### config.mk
export PLATFORM = sky130hd
export DESIGN_NAME = ifu
export DESIGN_NICKNAME = d
export VERILOG_FILES = /design/src/rtl/ifu.sv
export SDC_FILE = /design/constraint.sdc
export NUM_CORES = 1
export LEC_CHECK = 0
export ABC_AREA = 1
export CORE_ASPECT_RATIO = 2
export CORE_MARGIN = 1
export CORE_UTILIZATION = 46
export DETAILED_ROUTE_END_ITERATION = 8
export GPL_TIMING_DRIVEN = 0
export PLACE_DENSITY = 0.81
export SLEW_MARGIN = 20
export SYNTH_ARGS = -nofsm -noshare
export SYNTH_HDL_FRONTEND = slang
export SYNTH_SLANG_ARGS = --single-unit
### constraint.sdc
create_clock -name clk -period 2.25 [get_ports clk]
set_input_delay 0.45 -clock clk [delete_from_list [all_inputs] [get_ports clk]]
set_output_delay 0.45 -clock clk [all_outputs]
set_load 0.01 [all_outputs]
### src/rtl/ifu.sv
// Instruction fetch unit: holds the PC, fetches one instruction at a time over a
// valid/ready handshake, offers it to decode and picks the next PC on writeback.
module ifu #(
    parameter logic [31:0] RESET_PC = 32'h8000_0000
) (
    input  logic        clk,
    input  logic        rst,

    output logic        imem_req_valid,
    input  logic        imem_req_ready,
    output logic [31:0] imem_addr,
    input  logic        imem_rsp_valid,
    input  logic [31:0] imem_rsp_data,
    input  logic        imem_rsp_err,

    output logic        inst_valid,
    input  logic        inst_ready,
    output logic [31:0] inst,
    output logic [31:0] inst_pc,

    input  logic        wb_valid,
    input  logic        redirect_valid,
    input  logic [31:0] redirect_pc,
    input  logic        mpc_wr,
    input  logic [31:0] mret_pc,

    output logic        misalign_err,
    output logic [31:0] fetch_cnt
);

    localparam logic [31:0] EBREAK = 32'h0010_0073;

    typedef enum logic [1:0] {
        REQ      = 2'd0,
        WAIT_RSP = 2'd1,
        ISSUE    = 2'd2,
        EXEC     = 2'd3
    } state_t;

    state_t      state;
    state_t      state_next;
    logic [31:0] pc;
    logic [31:0] inst_q;
    logic [31:0] inst_pc_q;
    logic [31:0] fetch_cnt_q;
    logic        misalign_q;
    logic [31:0] next_pc;

    always_comb begin
        state_next = state;
        case (state)
            REQ:      if (imem_req_ready) state_next = WAIT_RSP;
            WAIT_RSP: if (imem_rsp_valid) state_next = ISSUE;
            ISSUE:    if (inst_ready)     state_next = EXEC;
            EXEC:     if (wb_valid)       state_next = REQ;
            default:  state_next = REQ;
        endcase
    end

    // CSR trap/return target outranks a branch/jump redirect.
    always_comb begin
        next_pc = pc + 32'd4;
        if (mpc_wr) begin
            next_pc = mret_pc;
        end else if (redirect_valid) begin
            next_pc = redirect_pc;
        end
    end

    always_ff @(posedge clk) begin
        if (rst) begin
            state       <= REQ;
            pc          <= RESET_PC;
            inst_q      <= 32'd0;
            inst_pc_q   <= 32'd0;
            fetch_cnt_q <= 32'd0;
            misalign_q  <= 1'b0;
        end else begin
            state <= state_next;
            if (state == WAIT_RSP && imem_rsp_valid) begin
                inst_q    <= imem_rsp_err ? EBREAK : imem_rsp_data;
                inst_pc_q <= pc;
            end
            if (state == ISSUE && inst_ready) begin
                fetch_cnt_q <= fetch_cnt_q + 32'd1;
            end
            // A misaligned target is flagged and then forced onto a word boundary.
            if (state == EXEC && wb_valid) begin
                pc <= {next_pc[31:2], 2'b00};
                if (next_pc[1:0] != 2'b00) begin
                    misalign_q <= 1'b1;
                end
            end
        end
    end

    assign imem_req_valid = !rst && (state == REQ);
    assign imem_addr      = imem_req_valid ? pc : 32'd0;
    assign inst_valid     = !rst && (state == ISSUE);
    assign inst           = inst_q;
    assign inst_pc        = inst_pc_q;
    assign fetch_cnt      = fetch_cnt_q;
    assign misalign_err   = misalign_q;

endmodule

==> flow_metrics.env, run 1 <==
export IMPL_run_status="completed"
export IMPL_netlist_area_um2=6788
export IMPL_routed_wire_length_per_instance_um=16.91
export IMPL_residual_overflow_from_global_routing=0
export IMPL_grt_antenna_before_repair=0
export IMPL_drtPass1Iterations=5
export IMPL_drive_gt1_share_pct=8.511
export IMPL_drt_initial_drc_count=541
export IMPL_mostFrequentLayoutCell="sky130_fd_sc_hd__nand2_1"
export IMPL_hpwlAfterDp_um=19620
export IMPL_design_portCount=236
export IMPL_layout_common_cells="sky130_fd_sc_hd__nand2_1 (265), sky130_fd_sc_hd__clkdlybuf4s50_1 (196), sky130_fd_sc_hd__nor2_1 (176), sky130_fd_sc_hd__a21oi_1 (131), sky130_fd_sc_hd__dfxtp_1 (125)"
export IMPL_drt_antenna_violating_nets=0
export IMPL_chipWidth_um=87.90
export IMPL_power_frac_clock_pct=39.8
export IMPL_final_cells=1508
export IMPL_cts_root_buf="sky130_fd_sc_hd__clkbuf_16"
export IMPL_clock_tree_buffer_depth=2
export IMPL_drv_cap=0
export IMPL_fillers=1268
export IMPL_power_density_nw_per_um2=741.4
export IMPL_min_delay_path_class="reg -> reg"
export IMPL_crit_required_ns=1.80
export IMPL_sequential_cell_area_fraction_in_the_yosys_report_pct=37.46
export IMPL_ys_types=40
export IMPL_drt_vias_per_instance=5.299
export IMPL_via_count_of_the_first_global_routing_pass=7926
export IMPL_fin_nets=1414
export IMPL_finalWorstPathRequiredPeriod_ns=2.231
export IMPL_insertion_delay_ns=0.42
export IMPL_setup_viol=0
export IMPL_final_replace_weighted_congestion=0.9972
export IMPL_slew_headroom_pct=56.62
export IMPL_port_buffers=227
export IMPL_crit_type="reg -> out"
export IMPL_core_area_um2=14350
export IMPL_cellInternalPower_uw=5097
export IMPL_cts_made_buffers=17
export IMPL_clkSlewWorstSetupHoldPaths_ns=0.06
export IMPL_avgSynthCellArea_um2=6.458
export IMPL_detailroute_via_count=7991
export IMPL_hold_buffers=0
export IMPL_slew_viol_final=0
export IMPL_comb_power_share_pct=24.6
export IMPL_grt_use_total_pct=33.89
export IMPL_syn_inst=1051
export IMPL_worst_ep_arrival_time_ns=1.78
export IMPL_total_leakage_power_uw=0.003705
export IMPL_placed_area_um2=9311
export IMPL_placement_rows=62
export IMPL_remaining_drc_errors=0
export IMPL_power_switching_share_pct=30.78
export IMPL_drt_wl_total_um=25500
export IMPL_critical_path_startpoint_type="flop"
export IMPL_placedCellCount=1473
export IMPL_finalClockSkew_ns=0.008749
export IMPL_numClockSinks=127
export IMPL_synth_yosys_warnings=0
export IMPL_final_hold_viol_count=0
export IMPL_die_h_um=173.8
export IMPL_layout_worst_path_cycle_share_pct=99.14
export IMPL_final_cell_area_um2=9932
export IMPL_crit_path_end_kind="primary output"
export IMPL_vdd_ir_drop_worst_mv=0.4949
export IMPL_n_antenna_cell=0
export IMPL_fp_dieArea_um2=15280
export IMPL_synthToLayoutAreaGrowth_pct=46.32
export IMPL_ys_ff_latch=127
export IMPL_p_switching_uw=2267
export IMPL_worst_slew_pin_transition_ns=0.6507
export IMPL_start_util_pct=47.30
export IMPL_max_freq_mhz=448.3
export IMPL_cts_tree="done"
export IMPL_crit_fanout=2
export IMPL_grt_pass1_wl_um=39280
export IMPL_cts_htree_levels=4
export IMPL_power_share_sequential_pct=35.6
export IMPL_grt_start_max_net_pins=17
-- power by group through the flow --
stage	Sequential [µW]	Clock [µW]	Combinational, µW
floorplan	2710	0	719
global placement	2660	0	1620
detailed placement	2660	0	1640
CTS	2620	2930	1800
global route	2650	3030	1940
finish	2620	2930	1810
-- through the flow --
| stage | setup WS [ns] | setup TNS [ns] | hold WS, ns | power (µW) | utilization [%] |
|---|---|---|---|---|---|
| final | 0.01935 | 0 | 0.4555 | 7364 | 69.21 |
| after CTS | 0.001850 | 0 | 0.4565 | 7345 | 69.76 |
| after detailed placement | -0.2763 | -13.29 | 0.4471 | 4304 | 64.88 |
| after global routing | -0.01498 | -0.06943 | 0.4816 | 7622 | 69.21 |
| after floorplan | 0.5112 | 0 | 0.4584 | 3431 | - |
| after global placement | -0.2912 | -12.41 | 0.4491 | 4277 | 64.88 |
-- registers in the layout, summed over array words and instances (netlist names) --
| name | flops |
|---|---|
| misalign_err | 1 |
| state | 2 |
| fetch_cnt | 32 |
| pc | 30 |
| inst | 32 |
| inst_pc | 30 |
-- logic make-up (layout without fill, tap and decap cells) --
logic type	count (synthesis)	after routing	synth area share, %
AO/OA/AOI/OAI	206	206	15.50
XOR/XNOR	23	23	2.968
adder cells (fa/ha/maj)	6	6	1.106
buffers and inverters	135	397	8.018
flip-flops	127	127	37.46
other	1	4	0.05525
AND/OR/NAND/NOR	553	553	34.89
-- synthesized netlist by cell type, drive strengths merged --
cell type  instances  share of area, %
nor3              18               1.5
dfxtp            127                37
o21a               1              0.11
a31oi              1             0.092
xnor2              5              0.65
nor2b              1             0.092
nand3b             5              0.55
a221oi             1              0.13
ha                 6               1.1
or2                1             0.092
nor2             193                12
nand4              2              0.18
nand2            272                16
conb               1             0.055
xor2              18               2.3
clkbuf            46               2.7
o21ai             67               4.9
inv               78               4.3
a21oi            131               9.7
and3               1             0.092
o221ai             1              0.13
buf                9              0.90
clkinv             2              0.11
o311ai             1              0.13
o211ai             2              0.22
nand3             57               4.4
nor3b              2              0.22
o22ai              1             0.092
and2               1              0.13
-- path summary, 6_finish.rpt --
check	startpoint	end	slack [ns]	cells past startpoint
setup reg to reg	state[0]$_SDFFE_PP0P_	inst_pc[9]$_SDFFE_PP0P_	0.22	7
hold / removal	misalign_err$_SDFFE_PP0P_	misalign_err$_SDFFE_PP0P_	0.46	2
hold reg to reg	misalign_err$_SDFFE_PP0P_	misalign_err$_SDFFE_PP0P_	0.46	2
setup / recovery	state[0]$_SDFFE_PP0P_	imem_req_valid	0.02	5
-- worst max-delay path, cell delays in order, from the launching register on --
cell and delay [ns]:
sky130_fd_sc_hd__dfxtp_2 0.32, sky130_fd_sc_hd__inv_1 0.09, sky130_fd_sc_hd__ha_2 0.18, sky130_fd_sc_hd__inv_2 0.05, sky130_fd_sc_hd__nor2_4 0.11, sky130_fd_sc_hd__clkdlybuf4s50_1 0.61
-- per-layer routing --
| layer | vias to the layer above | part of all wire, % | track usage (%) | wire length, µm |
|---|---|---|---|---|
| met3 | 114 | 6.2 | 5.619 | 1572 |
| met4 | 0 | 6.1 | 22.54 | 1548 |
| met5 | - | 0 | 0 | 0 |
| li1 | 3857 | - | - | - |
| met2 | 407 | 54 | 62.56 | 13810 |
| met1 | 3613 | 34 | 32.97 | 8571 |
-- final cells by class --
type                            instances  area (µm²)  share of cell area, %
Multi-Input combinational cell        792        3732                  37.58
Timing Repair Buffer                  231        2208                  22.23
Buffer                                 54       282.8                  2.847
Clock buffer                           18       439.2                  4.422
Tap cell                              192       240.2                  2.419
Inverter                               80       302.8                  3.049
Clock inverter                         14       181.4                  1.827
Sequential cell                       127        2545                  25.62
-- repair_timing --
action	4_1_cts	5_1_grt
setup buffers	2	0
resized for setup	65	49
cloned	2	0
setup endpoints to repair	32	45
Power figures use the tool's default switching activity.
==> run 2: changes to the inputs <==
Settings changed: HOLD_SLACK_MARGIN set to 0.12.
==> results of run 2 <==
No change in the layout: final DEF, timing and power equal those of run 1.
